==> config.mk <==
export PLATFORM = sky130hd
export DESIGN_NAME = pmu_seq
export DESIGN_NICKNAME = d
export VERILOG_FILES = /design/src/rtl/pmu_pkg.sv /design/src/rtl/pmu_dncnt.sv /design/src/rtl/pmu_seq.sv
export SDC_FILE = /design/constraint.sdc
export NUM_CORES = 1
export LEC_CHECK = 0
export BUFFER_PORTS_ARGS = -buffer_cell sky130_fd_sc_hd__buf_2
export CORE_AREA = 3 3 56 58
export CTS_CLUSTER_DIAMETER = 30
export DETAILED_ROUTE_END_ITERATION = 8
export DIE_AREA = 0 0 59 61
export REMOVE_ABC_BUFFERS = 1
export SLEW_MARGIN = 25
export SYNTH_ARGS = -nofsm -noshare
export SYNTH_HDL_FRONTEND = slang
export SYNTH_SLANG_ARGS = --single-unit
==> constraint.sdc <==
create_clock -name clk -period 1.6 [get_ports clk]
set_input_delay 0.16 -clock clk [delete_from_list [all_inputs] [get_ports clk]]
set_output_delay 0.16 -clock clk [all_outputs]
set_load 0.005 [all_outputs]
==> src/rtl/pmu_pkg.sv <==
// pmu_pkg: state encoding and default timing constants shared by the power sequencer.
package pmu_pkg;
   typedef enum logic [2:0] {
      S_EFUSE = 3'd0,
      S_STBY  = 3'd1,
      S_PWRUP = 3'd2,
      S_RUN   = 3'd3,
      S_PWRDN = 3'd4
   } pmu_state_e;
   localparam int EFUSE_TMO_DEF = 64;
   localparam int DN_GAP_DEF    = 2;
endpackage

==> src/rtl/pmu_dncnt.sv <==
// pmu_dncnt: loadable 8-bit down-counter that saturates at zero.
module pmu_dncnt (
   input  logic       clk,
   input  logic       rst,
   input  logic       i_ld,
   input  logic [7:0] i_val,
   input  logic       i_dec,
   output logic [7:0] o_cnt,
   output logic       o_zero
);
   logic [7:0] r_cnt;
   always_ff @(posedge clk)
      if (rst) r_cnt <= '0;
      else if (i_ld) r_cnt <= i_val;
      else if (i_dec && r_cnt != 8'd0) r_cnt <= r_cnt - 8'd1;
   assign o_cnt  = r_cnt;
   assign o_zero = (r_cnt == 8'd0);
endmodule

==> src/rtl/pmu_seq.sv <==
// pmu_seq: always-on power sequencer (efuse load, AFE power-up/settle, ordered power-down).
module pmu_seq
   import pmu_pkg::*;
#(
   parameter int EFUSE_TMO = EFUSE_TMO_DEF,
   parameter int DN_GAP    = DN_GAP_DEF
) (
   input  logic       clk,
   input  logic       rst,
   input  logic       rg_top_start,
   input  logic [7:0] rg_settle,
   input  logic       efuse_done,
   output logic       efuse_load_state,
   output logic       afe_clk_en,
   output logic       slot_clk_en,
   output logic       data_clk_en,
   output logic       timer_clk_en,
   output logic       shut_rstn,
   output logic       pmu_fifo_rstn,
   output logic       efuse_err,
   output logic [2:0] pmu_state
);
   // EFUSE loads TMO-2 one cycle after reset so the timeout lands on cycle EFUSE_TMO
   localparam logic [7:0] TMO_LD = 8'(EFUSE_TMO - 2);
   localparam logic [7:0] GAP_LD = 8'(DN_GAP > 1 ? DN_GAP - 1 : 0);
   pmu_state_e r_st;
   logic       r_arm;
   logic       w_ld, w_dec, w_zero;
   logic [7:0] w_val, w_cnt;
   always_comb begin
      w_ld  = (r_st == S_EFUSE && !r_arm) || (r_st == S_STBY && rg_top_start) ||
              ((r_st == S_PWRUP || r_st == S_RUN) && !rg_top_start);
      w_val = r_st == S_EFUSE ? TMO_LD : r_st == S_STBY ? rg_settle : GAP_LD;
      w_dec = r_st == S_EFUSE || r_st == S_PWRUP || r_st == S_PWRDN;
   end
   pmu_dncnt u_cnt (
      .clk    (clk),
      .rst    (rst),
      .i_ld   (w_ld),
      .i_val  (w_val),
      .i_dec  (w_dec),
      .o_cnt  (w_cnt),
      .o_zero (w_zero)
   );
   always_ff @(posedge clk) begin
      if (rst) begin
         r_st             <= S_EFUSE;
         r_arm            <= 1'b0;
         efuse_load_state <= 1'b1;
         afe_clk_en       <= 1'b0;
         slot_clk_en      <= 1'b0;
         data_clk_en      <= 1'b0;
         timer_clk_en     <= 1'b0;
         shut_rstn        <= 1'b0;
         pmu_fifo_rstn    <= 1'b0;
         efuse_err        <= 1'b0;
      end else begin
         case (r_st)
            S_EFUSE: begin
               r_arm <= 1'b1;
               if (efuse_done || (r_arm && w_zero)) begin
                  r_st             <= S_STBY;
                  efuse_load_state <= 1'b0;
                  efuse_err        <= !efuse_done;
               end
            end
            S_STBY: if (rg_top_start) begin
               r_st       <= S_PWRUP;
               shut_rstn  <= 1'b1;
               afe_clk_en <= 1'b1;
            end
            S_PWRUP, S_RUN: if (!rg_top_start) begin
               r_st          <= S_PWRDN;
               slot_clk_en   <= 1'b0;
               data_clk_en   <= 1'b0;
               timer_clk_en  <= 1'b0;
               pmu_fifo_rstn <= 1'b0;
            end else if (r_st == S_PWRUP && w_zero) begin
               r_st          <= S_RUN;
               slot_clk_en   <= 1'b1;
               data_clk_en   <= 1'b1;
               timer_clk_en  <= 1'b1;
               pmu_fifo_rstn <= 1'b1;
            end
            // AFE clock goes off after the gap, shut reset one cycle later
            S_PWRDN: if (!afe_clk_en) begin
               r_st      <= S_STBY;
               shut_rstn <= 1'b0;
            end else if (w_zero) afe_clk_en <= 1'b0;
            default: r_st <= S_EFUSE;
         endcase
      end
   end
   assign pmu_state = r_st;
endmodule

==> metrics list, run 1 <==
- Placed cell count: roughly 190
* Count of boundary I/O pins: 23
- Post-detailed-routing wire length: approximately 3 mm
- Count of clock tree sinks: 17
* Overflow left after global routing: 0
* Post-detailed-placement cell area: around 1300 sq um
* Die X-Extent: around 59 um
* WP data required: between 1.5 and 2 ns
- Clock tree buffer depth: 2
* TritonCTS Buffers: 3
* Layout overhead on the synthesized area: 31.0%
- Violations in the final reports: setup timing
* Standard-cell rows: 19
- Final Hold Violating Endpoints: 0
* Warnings from Yosys: 0
- Class of the tightest hold or removal check: input port to flip-flop
* Wire length of the first global-routing pass: ~4.8 mm
- The die covers 3600 sq um.
* Number of global-route vias before repair: ~1100
- Setup violations remaining at the end of the flow were counted as 1.
- WP buf/inv: 0
- The detail route stage leaves a number of antenna-violating nets equal to 0.
* Critical path peak fanout: 4
- The number of max-slew violations in the final report is 0.
- Global routing used between 10% and 20% of the available tracks across all layers.
- Mapped Area: ~1000 sq um
- Timing would allow up to slightly above 0.6 GHz.
- The share of synthesized area in the top cell type comes to between 30 and 40%.
- Dividing the final minimum period by the clock period gives 101%.
- Final layout net count: between 150 and 200
* Synth area leaders: sky130_fd_sc_hd__dfxtp_1 (32%), sky130_fd_sc_hd__nor2_1 (5.0%), sky130_fd_sc_hd__a211oi_1 (3.6%)
- CTS tree: built
- Remaining DRCs: 0
* Mapped Avg Cell Area: about 8.5 sq um
- The synthesized design contains 0 enable-type register cells.
- Source-to-sink clock delay at the later pin of the worst-skew pair: 0.29 ns
- Post-layout minimum cycle time: roughly 1.6 ns
- Slack of the critical path: -0.0104 ns
* Routability congestion estimate: between 0.8 and 0.9
* Largest delay share family, worst path: simple AND/OR/NAND/NOR gates
- Entering global routing, the biggest net connects 16 pins.
- Antenna fix cells: 0
* Count of distinct cell types in the synthesized netlist: 44
- Layout cells sized above 1: around 41%
- On the worst path, the slowest cell contributes a delay of approximately 0.60 ns.
- Asr flop ratio synth: 0%
- Before CTS, the worst setup slack after placement is -0.116 ns.
* Clock-pin transition on the worst setup and hold timing paths: approximately 0.1 ns
- The worst setup path is launched from a flip-flop.
- After technology mapping, the gate count stands at around 120.
- Per-cell routed wire length: between 15 and 20 um
* Largest clock skew in the final design: ~0.0011 ns
* Critical Path Slowest Stage Cell: sky130_fd_sc_hd__or4_4
- The HPWL after detailed placement is about 2.2 mm.
- The worst setup path is of the flip-flop to flip-flop kind.
- Summing over every cut layer, the via total after detailed routing is around 1100.
* Share of power burned in the clock network: between 10 and 15%
- Endpoint type of the worst setup path: flip-flop
- Proportion of synthesized chip area in sequential cells: between 30 and 40%
- After clock tree synthesis, the flow added hold-fix buffers numbering 0.
- Net switching is approximately two fifths of the power.
- Buffers on Ports: 22
- Via-to-Cell Ratio: 5.63
- Cell Count, Final, Fillers Out: 193
- Across the run, the number of max-cap violations was 0.
- For this block, the initial DRC count from the detailed router was between 40 and 50.
- The finished cells cover ~1400 sq um.
* Maximum level of the CTS H-tree: 1
- Fraction of power consumed by combinational cells: about half
- Pwr Density: roughly 1200 nW/um^2
- Cell Int Power: approximately 990 uW
- Critical path cell sequence: or4_4 > nor2_4 > o31ai_2 > a221oi_2
- Measured against its own limit, the worst slew margin works out to approximately three quarters.
- Clock root buffer: sky130_fd_sc_hd__clkbuf_4
- Across the VDD grid, the largest voltage drop is between 0.6 and 0.7 mV.
- Initial cell density of the core: 38.7%
* Unrepaired setup endpoints after global routing: true
* Core area: roughly 2700 sq um
- Seq cells post-synth: 17
* Cell taking the most area after synthesis: sky130_fd_sc_hd__dfxtp_1
- For the pin with the worst max-slew slack, the measured transition is roughly 0.36 ns.
- Share of total power in sequential cells: ~36%
* Iteration count of the initial detailed-routing pass: 4
- Outcome: finished, violations left
- Measured along the y axis, the die boundary spans 61 um.
* Switching power total: about 630 uW
- Worst EP arrival: around 1.8 ns
* Antenna violations before repair: 0
- Flip-flop cell with the highest count after synthesis: sky130_fd_sc_hd__dfxtp_1
- Summed over all cells, the static leakage comes to 0.581 nW.
final cells by class:
type | instances | area [sq um]
clock buffer | 4 | 26.3
tap | 31 | 38.8
sequential | 17 | 347
fill | 271 | 1340
inverter | 6 | 22.5
timing repair buffer | 42 | 268
multi-input combinational | 93 | 672
power groups by stage:
stage	registers (mW)	clock network, mW	logic (mW)
after floorplan	0.580	0	0.420
after global placement	0.573	0	0.682
after detailed placement	0.576	0	0.693
after CTS	0.572	0.252	0.746
after global routing	0.588	0.260	0.876
final	0.580	0.237	0.807
cell families (layout without fill, tap and decap cells):
logic type	Yosys count	in the layout	synth area share (%)
buffers and inverters	14	52	6.92
multiplexers	2	2	1.91
AO/OA/AOI/OAI	42	42	30.4
adder cells (fa/ha/maj)	2	2	2.39
XOR/XNOR	3	3	2.51
flip-flops	17	17	32.5
AND/OR/NAND/NOR	44	44	23.4
cells in the final DEF, fill, tap and decap left out, drive strengths merged, types with 4 or more instances in the layout:
| cell type | count |
|---|---|
| nor2b | 4 |
| a21oi | 7 |
| dfxtp | 17 |
| nor2 | 15 |
| inv | 6 |
| a211oi | 5 |
| a31oi | 4 |
| clkbuf | 4 |
| o21ai | 9 |
| buf | 42 |
| nand2 | 10 |
state kept, by name (all words and copies together), names as in the netlist:
signal            flops
pmu_state             3
efuse_load_state      1
r_arm                 1
afe_clk_en            1
u_cnt.o_cnt           8
shut_rstn             1
pmu_fifo_rstn         1
efuse_err             1
cells in the mapped netlist, types with 2 or more instances:
| cell type | number |
|---|---|
| sky130_fd_sc_hd__dfxtp_1 | 17 |
| sky130_fd_sc_hd__nor2_1 | 14 |
| sky130_fd_sc_hd__nand2_1 | 10 |
| sky130_fd_sc_hd__o21ai_0 | 7 |
| sky130_fd_sc_hd__inv_1 | 6 |
| sky130_fd_sc_hd__a211oi_1 | 5 |
| sky130_fd_sc_hd__a21oi_1 | 5 |
| sky130_fd_sc_hd__buf_4 | 5 |
| sky130_fd_sc_hd__a31oi_1 | 4 |
| sky130_fd_sc_hd__nor2b_1 | 4 |
| sky130_fd_sc_hd__nor3_1 | 3 |
| sky130_fd_sc_hd__o22ai_1 | 3 |
| sky130_fd_sc_hd__a311oi_2 | 2 |
| sky130_fd_sc_hd__clkbuf_1 | 2 |
| sky130_fd_sc_hd__ha_1 | 2 |
| sky130_fd_sc_hd__mux2i_1 | 2 |
| sky130_fd_sc_hd__nand4b_1 | 2 |
| sky130_fd_sc_hd__o211ai_1 | 2 |
| sky130_fd_sc_hd__o31ai_1 | 2 |
| sky130_fd_sc_hd__o41ai_1 | 2 |
| sky130_fd_sc_hd__xor2_1 | 2 |
per-stage QoR:
step / util [%] / power [mW] / hold WS, ns / setup TNS [ns]
after global routing: 50.7 / 1.72 / 0.0680 / -0.215
after CTS: 49.4 / 1.57 / 0.0447 / 0
final: 50.7 / 1.62 / 0.0511 / -0.0104
after global placement: 47.0 / 1.25 / 0.364 / -0.205
after detailed placement: 47.0 / 1.27 / 0.368 / -0.530
after floorplan: - / 1.00 / 0.228 / -0.882
worst paths after layout:
path	slack, ns	endpoint	start	depth (start not counted)
min reg2reg	0.47	efuse_load_state	efuse_load_state	2
min	0.05	efuse_err	efuse_done	2
max reg2reg	-0.01	pmu_state[0]	u_cnt.o_cnt[5]	4
max	-0.01	pmu_state[0]	u_cnt.o_cnt[5]	4
repair_timing:
action,CTS,global route
pin swaps,4,7
resized for setup,10,7
endpoints found under the setup margin,8,12
setup buffers,1,2
per-layer routing:
| layer | share of wire (%) | global-route usage, % |
|---|---|---|
| met5 | 0 | 0 |
| met4 | 1.1 | 8.74 |
| met3 | 5.5 | 3.40 |
| met2 | 52 | 32.0 |
| met1 | 41 | 20.0 |
Note: power is estimated with default switching activity, not from simulation.
==> run 2, diff against run 1 <==
BUFFER_PORTS_ARGS = unset   (was -buffer_cell sky130_fd_sc_hd__buf_2)
DONT_BUFFER_PORTS = 1   (was unset)
==> run 2 against run 1 <==
Largest cell class unchanged; critical path depth stayed put; worst setup slack got worse by 0.0037 ns; highest routed layer unchanged; largest power group unchanged; critical endpoint is now u_cnt.o_cnt[2]; via count down 4.6%; the flow still finishes with violations (setup timing).
==> metrics list, run 2 (synthesized netlist as in run 1, its figures left out) <==
* Final period utilization: 101% (about the same)
* Die Outline Area: 3600 sq um (unchanged)
* Maximum level of the CTS H-tree: 1 (unchanged)
- Cell Count, Final, Fillers Out: 179 (was 193)
- Initial cell density of the core: 38.7% (unchanged)
- The weighted congestion reported at the end of routability-driven placement is 0.848 (was 0.860).
- Final layout net count: 163 (was 177)
* DP HPWL: 2.06 mm (was 2.16 mm)
- Wire length of the first global-routing pass: 4.64 mm (was 4.80 mm)
* Worst Hold Slack: 0.000208 ns (was 0.0511 ns)
- Layout overhead on the synthesized area: 27.2% (was 31.0%)
- Outcome: finished, violations left (unchanged)
- The number of placed cells counting well taps is 169 (was 186).
* Launching point of the worst reg2reg path: u_cnt.o_cnt[2] (was u_cnt.o_cnt[5])
- Commonest non-fill, non-tap cell in the layout: sky130_fd_sc_hd__buf_4 (was sky130_fd_sc_hd__buf_2)
- The share of layout cells above drive strength 1 is 37.2% (was 41.4%).
- The total of endpoints with negative setup slack in the final report is 1 (unchanged).
- The residual overflow from global routing was 0 (unchanged).
* Worst setup path startpoint: u_cnt.o_cnt[2] (was u_cnt.o_cnt[5])
* Violations in the final reports: setup timing (unchanged)
* Count of boundary I/O pins: 23 (unchanged)
* Commonest cells after routing, fill and taps aside: sky130_fd_sc_hd__buf_4 (24), sky130_fd_sc_hd__nor2_1 (14), sky130_fd_sc_hd__dfxtp_1 (11), sky130_fd_sc_hd__nand2_1 (10) (was sky130_fd_sc_hd__buf_2 (22), sky130_fd_sc_hd__buf_4 (18), sky130_fd_sc_hd__nor2_1 (14), sky130_fd_sc_hd__dfxtp_1 (12), sky130_fd_sc_hd__nand2_1 (10))
- The number of optimization iterations in the first detailed-route pass was 4 (unchanged).
- The post-route total power is 1.64 mW (was 1.62 mW).
- Worst-margin pin slew: 0.628 ns (was 0.360 ns)
- The maximum number of pins on one net before global-route repair came to 15 (was 16).
* Remaining DRCs: 0 (unchanged)
* Per-cell routed wire length: 16.0 um (was 15.6 um)
- Antenna fix cells: 0 (unchanged)
* Count of clock tree sinks: 17 (unchanged)
* Die X-Extent: 59 um (unchanged)
- WP data required: 1.76 ns (was 1.81 ns)
- Number of global-route vias before repair: 1013 (was 1066)
* Worst IR Drop VDD: 0.617 mV (was 0.644 mV)
* DRT iter0 DRCs: 18 (was 44)
* Highest clock frequency the design can meet: 0.620 GHz (was 0.621 GHz)
- The setup slack after layout was -0.0141 ns (was -0.0104 ns).
* Worst EP arrival: 1.77 ns (was 1.82 ns)
- The clock latency on the worst-skew pair came to 0.30 ns (was 0.29 ns).
- Final Hold Violating Endpoints: 0 (unchanged)
- Post-route design area: 1330 sq um (was 1370 sq um)
- The setup skew after layout is 0.00874 ns (was 0.00105 ns).
* Class of the tightest hold or removal check: input port to flip-flop (unchanged)
* Buffers on Ports: 0 (was 22)
* Clock tree buffer depth: 2 (unchanged)
- Unrepaired setup endpoints after global routing: true (unchanged)
* Final Core Density: 49.2% (was 50.7%)
* CTS tree: built (unchanged)
- The initial antenna violation count came to 0 (unchanged).
* Critical hold path startpoint: rst (was efuse_done)
- Endpoint type of the worst setup path: flip-flop (unchanged)
- Max-slew violation total from the final report: 0 (unchanged)
- The flip-flop count of the largest register, all copies and words added was 8 (unchanged).
- Max-slew headroom at the worst pin: 58.0% (was 75.4%)
- The clock edge transition at the registers on the reported setup and hold paths was 0.11 ns (was 0.10 ns).
* Via-to-Cell Ratio: 5.79 (was 5.63)
- TritonCTS Buffers: 3 (unchanged)
- Leakage power of the design: 0.522 nW (was 0.581 nW)
* Core area: 2710 sq um (unchanged)
- Clock root buffer: sky130_fd_sc_hd__clkbuf_4 (unchanged)
* Standard-cell rows: 19 (unchanged)
- Critical path peak fanout: 3 (was 4)
- The critical path class is flip-flop to flip-flop (unchanged).
- The placed cell area came to 1200 sq um (was 1270 sq um).
- Pwr Density: 1230 nW/um^2 (was 1180 nW/um^2)
* Count of antenna-violating nets left after detailed routing: 0 (unchanged)
- The final critical-path required period came to 1.61 ns (about the same).
* Global-route total usage across every layer: 16.8% (was 17.8%)
- The chip height was 61 um (unchanged).
- MaxCap Viol Count: 0 (unchanged)
* Vias: 1036 (was 1086)
- Kind of start point of the critical path: flip-flop (unchanged)
- Post-detailed-routing wire length: 2.86 mm (was 3.00 mm)
## run 2: stage by stage
step                setup slack, ns  setup TNS (ns)
floorplan                    -0.162          -0.882
detailed placement           -0.141          -0.367
finish                      -0.0141         -0.0141
global route                -0.0753          -0.387
global placement            -0.0644          -0.186
CTS                        0.000969               0
## run 2: layout make-up
cell class	count	area, sq um
multi-input combinational	93	674
clock buffer	3	22.5
inverter	6	22.5
fill	276	1380
timing repair buffer	28	223
sequential	17	348
clock inverter	1	5.00
tap	31	38.8
## run 2: what timing repair did
item	4_1_cts	5_1_grt
buffers inserted	2	2
endpoints found under the setup margin	7	13
resized for setup	13	8
hold endpoints to repair	14	0
hold buffers	2	0
pin swaps	7	9
gates cloned	0	0
## run 2: metal layers
layer | GRT usage [%] | up-vias | share of wire, %
li1 | - | 509 | -
met1 | 20.9 | 498 | 43
met2 | 28.4 | 23 | 50
met3 | 3.83 | 6 | 5.0
met4 | 6.47 | 0 | 1.6
met5 | 0 | - | 0
## run 2: path summary, 6_finish.rpt
| path | endpoint | slack [ns] | cells after the start |
|---|---|---|---|
| worst max-delay path | u_cnt.o_cnt[2] | -0.01 | 4 |
| worst min register to register | efuse_load_state | 0.49 | 2 |
| worst max register to register | u_cnt.o_cnt[2] | -0.01 | 4 |
| worst min-delay path | efuse_load_state | 0.0002 | 2 |
## run 2: report_power, final
group          internal (mW)  switching, mW  leakage (nW)
combinational          0.421          0.389         0.363
clock                 0.0930          0.149        0.0177
sequential             0.498         0.0896         0.142
## run 2: worst max-delay path, stage by stage, from the launching register on
cell and delay, ns:
sky130_fd_sc_hd__dfxtp_2 0.35, sky130_fd_sc_hd__or4_4 0.58, sky130_fd_sc_hd__o211ai_1 0.25, sky130_fd_sc_hd__xor2_1 0.20
sky130_fd_sc_hd__a211oi_2 0.09
==> run 3, diff against run 2 <==
CELL_PAD_IN_SITES_DETAIL_PLACEMENT = 1   (was unset)
CELL_PAD_IN_SITES_GLOBAL_PLACEMENT = 2   (was unset)
CORE_AREA = 3 3 62 64   (was 3 3 56 58)
DIE_AREA = 0 0 65 67   (was 0 0 59 61)
PLACE_DENSITY_LB_ADDON = 0.1   (was unset)
==> run 3 against run 2 <==
The flow finishes with violations (hold timing, setup timing); hold slack lost 0.10 ns; design area grew 1.4%; register-to-register slack is essentially flat; critical path type unchanged; highest routed layer unchanged.
==> metrics list, run 3 (synthesized netlist as in run 1, its figures left out) <==
* Final Hold Violating Endpoints: 14 (was 0)
- The required time of the critical path came to 1.82 ns (was 1.76 ns).
* Maximum level of the CTS H-tree: 1 (unchanged)
* Post-route design area: 1350 sq um (was 1330 sq um)
- Endpoint type of the worst setup path: flip-flop (unchanged)
- Die X-Extent: 65 um (was 59 um)
- Count of boundary I/O pins: 23 (unchanged)
- The reported max-cap violation count was 0 (unchanged).
- The number of port buffers came to 0 (unchanged).
- The critical-path cell with the highest stage delay is sky130_fd_sc_hd__or3_4 (was sky130_fd_sc_hd__or4_4).
- The quantity of hold-fixing buffers added after cts is 1 (was 2).
- The setup skew after layout came to 0.00793 ns (was 0.00874 ns).
- CTS tree: built (unchanged)
- The placed cell area is 1210 sq um (was 1200 sq um).
- The via count of the first global-routing pass was 1073 (was 1013).
- The clock latency on the worst-skew pair is 0.31 ns (was 0.30 ns).
- Setup Crit Path Kind: flip-flop to flip-flop (unchanged)
- The post-route total power is 1.70 mW (was 1.64 mW).
- Worst EP arrival: 1.84 ns (was 1.77 ns)
- The initial cell density of the core was 31.4% (was 38.7%).
- The wire length of the first global-routing pass is 5.56 mm (was 4.64 mm).
- Routability congestion estimate: 0.793 (was 0.848)
* Cell Int Power: 1.02 mW (was 1.01 mW)
- Largest incremental delay on the critical path: 0.37 ns (was 0.58 ns)
- Critical path cell sequence: inv_2 > ha_4 > or3b_4 > o21ai_4 > or3_4 > a311oi_2 (was or4_4 > o211ai_1 > xor2_1 > a211oi_2).
- Overflow left after global routing: 0 (unchanged)
- Iteration count of the initial detailed-routing pass: 4 (unchanged)
* Final period utilization: 102% (was 101%)
- The sum of buffers and inverters on the critical path is 1 (was 0).
- The overall via count from detail_route was 1008 (was 1036).
* DP HPWL: 2.53 mm (was 2.06 mm)
- The sink count of the clock tree is 17 (unchanged).
- The number of routed nets with antenna violations was 0 (unchanged).
- Layout overhead on the synthesized area: 29.0% (was 27.2%)
- Fraction of power consumed by combinational cells: 50.4% (was 49.4%)
* Slack of the critical path: -0.0282 ns (was -0.0141 ns)
* Global-route total usage across every layer: 17.2% (was 16.8%)
* Unrepaired setup endpoints after global routing: true (unchanged)
- The chip height was 67 um (was 61 um).
* Number of flip-flops under the largest register name: 8 (unchanged)
- Max-slew headroom at the worst pin: 69.8% (was 58.0%)
- Share of total power in sequential cells: 34.7% (was 35.8%)
- The site row count is 21 (was 19).
- Clock tree buffer depth: 2 (unchanged)
- Violations in the final reports: hold timing, setup timing (was setup timing).
- The maximum frequency from static timing analysis was 0.614 GHz (was 0.620 GHz).
* Critical path peak fanout: 3 (unchanged)
- Clock root buffer: sky130_fd_sc_hd__clkbuf_4 (unchanged)
- The post-place setup slack was -0.117 ns (was -0.141 ns).
- Kind of start point of the critical path: flip-flop (unchanged)
- Commonest non-fill, non-tap cell in the layout: sky130_fd_sc_hd__buf_4 (unchanged)
- Class of the tightest hold or removal check: input port to flip-flop (unchanged)
- The clock edge transition at the registers on the reported setup and hold paths was 0.12 ns (was 0.11 ns).
* Maximum number of pins on one net before global-route repair: 16 (was 15)
* DRT iter0 DRCs: 58 (was 18)
- The part of the power in the clock network came to 14.9% (was 14.8%).
* Worst IR Drop VDD: 0.508 mV (was 0.617 mV)
- Final layout net count: 159 (was 163)
- Per-cell routed wire length: 17.9 um (was 16.0 um)
* Via-to-Cell Ratio: 5.31 (was 5.79)
* Leakage power of the design: 0.514 nW (was 0.522 nW)
- Core area: 3340 sq um (was 2710 sq um)
- The worst hold margin came to -0.105 ns (was 0.000208 ns).
* Antenna violations before repair: 0 (unchanged)
- The share of layout cells above drive strength 1 was 38.9% (was 37.2%).
- The final critical-path required period came to 1.63 ns (was 1.61 ns).
* Largest delay share family, worst path: simple AND/OR/NAND/NOR gates (unchanged)
- Remaining DRCs: 0 (unchanged)
- The total of endpoints with negative setup slack in the final report came to 1 (unchanged).
- Worst-margin pin slew: 0.452 ns (was 0.628 ns)
* TritonCTS Buffers: 3 (unchanged)
- Die Outline Area: 4360 sq um (was 3600 sq um)
- Commonest cells after routing, fill and taps aside: sky130_fd_sc_hd__buf_4 (22), sky130_fd_sc_hd__nor2_1 (14), sky130_fd_sc_hd__dfxtp_1 (11), sky130_fd_sc_hd__nand2_1 (10), sky130_fd_sc_hd__o21ai_0 (7) (was sky130_fd_sc_hd__buf_4 (24), sky130_fd_sc_hd__nor2_1 (14), sky130_fd_sc_hd__dfxtp_1 (11), sky130_fd_sc_hd__nand2_1 (10))
- The number of max-slew violations in the final report came to 0 (unchanged).
- The final standard cell utilization of the core came to 40.5% (was 49.2%).
* Switching power as a share of total power: 39.7% (was 38.3%)
* Antenna fix cells: 0 (unchanged)
- Outcome: finished, violations left (unchanged)
* Pwr Density: 1260 nW/um^2 (was 1230 nW/um^2)
- Post-detailed-routing wire length: 3.40 mm (was 2.86 mm)
- Switching power total: 673 uW (was 628 uW)
[run 3: cell count changes in the layout (fill, tap and decap cells not counted), moves of 2 or more]
cell and change:
sky130_fd_sc_hd__buf_4 -2, sky130_fd_sc_hd__o21ai_1 -2, sky130_fd_sc_hd__o41ai_1 -2, sky130_fd_sc_hd__o41ai_2 +2
[run 3: per-layer routing]
| layer | part of all wire [%] | up-vias | wire [um] | track usage [%] |
|---|---|---|---|---|
| li1 | - | 496 | - | - |
| met1 | 45 | 490 | 1530 | 21.4 |
| met2 | 50 | 18 | 1710 | 29.5 |
| met3 | 3.8 | 4 | 130 | 4.38 |
| met4 | 0.79 | 0 | 27 | 3.96 |
| met5 | 0 | - | 0 | 0 |
[run 3: path summary, 6_finish.rpt]
kind                          from               end  slack (ns)  cells after the start
setup reg to reg    u_cnt.o_cnt[1]    u_cnt.o_cnt[4]       -0.03                      6
hold reg to reg   efuse_load_state  efuse_load_state        0.48                      2
setup / recovery    u_cnt.o_cnt[1]    u_cnt.o_cnt[4]       -0.03                      6
hold / removal                 rst      pmu_state[2]       -0.10                      1
[run 3: cell type report]
cell class | instances | area, sq um
fill | 407 | 1980
clock buffer | 3 | 22.5
sequential | 17 | 350
clock inverter | 1 | 5.00
inverter | 6 | 22.5
timing repair buffer | 24 | 186
tap | 46 | 57.6
multi-input combinational | 93 | 708
[run 3: through the flow]
| stage | std cells | setup TNS, ns | hold WS [ns] |
|---|---|---|---|
| final | 190 | -0.0282 | -0.105 |
| after global routing | 190 | -0.297 | -0.115 |
| after floorplan | 116 | -0.882 | 0.228 |
| after global placement | 182 | -0.117 | 0.231 |
| after detailed placement | 182 | -0.389 | 0.235 |
| after CTS | 188 | -0.00998 | -0.104 |
[run 3: power groups by stage]
stage                     clock [mW]  combinational [mW]  sequential (mW)
final                          0.254               0.855            0.589
after global routing           0.275               0.940            0.605
after CTS                      0.262               0.788            0.586
after detailed placement           0               0.717            0.582
after global placement             0               0.707            0.579
after floorplan                    0               0.420            0.580
[run 3: repair_timing]
action,in CTS,in global routing
buffers inserted,1,2
pin swaps,7,11
resized for setup,13,11
hold endpoints to repair,15,14
endpoints found under the setup margin,7,9
[run 3: worst register-to-register path: cells and delay by family (launching register included)]
| kind | cells | cell delay [ns] |
|---|---|---|
| DFF | 1 | 0.35 |
| and+or+nand+nor | 2 | 0.64 |
| adders and majority gates | 1 | 0.16 |
| buffers and inverters | 1 | 0.05 |
| AOI/OAI and AO/OA | 2 | 0.34 |
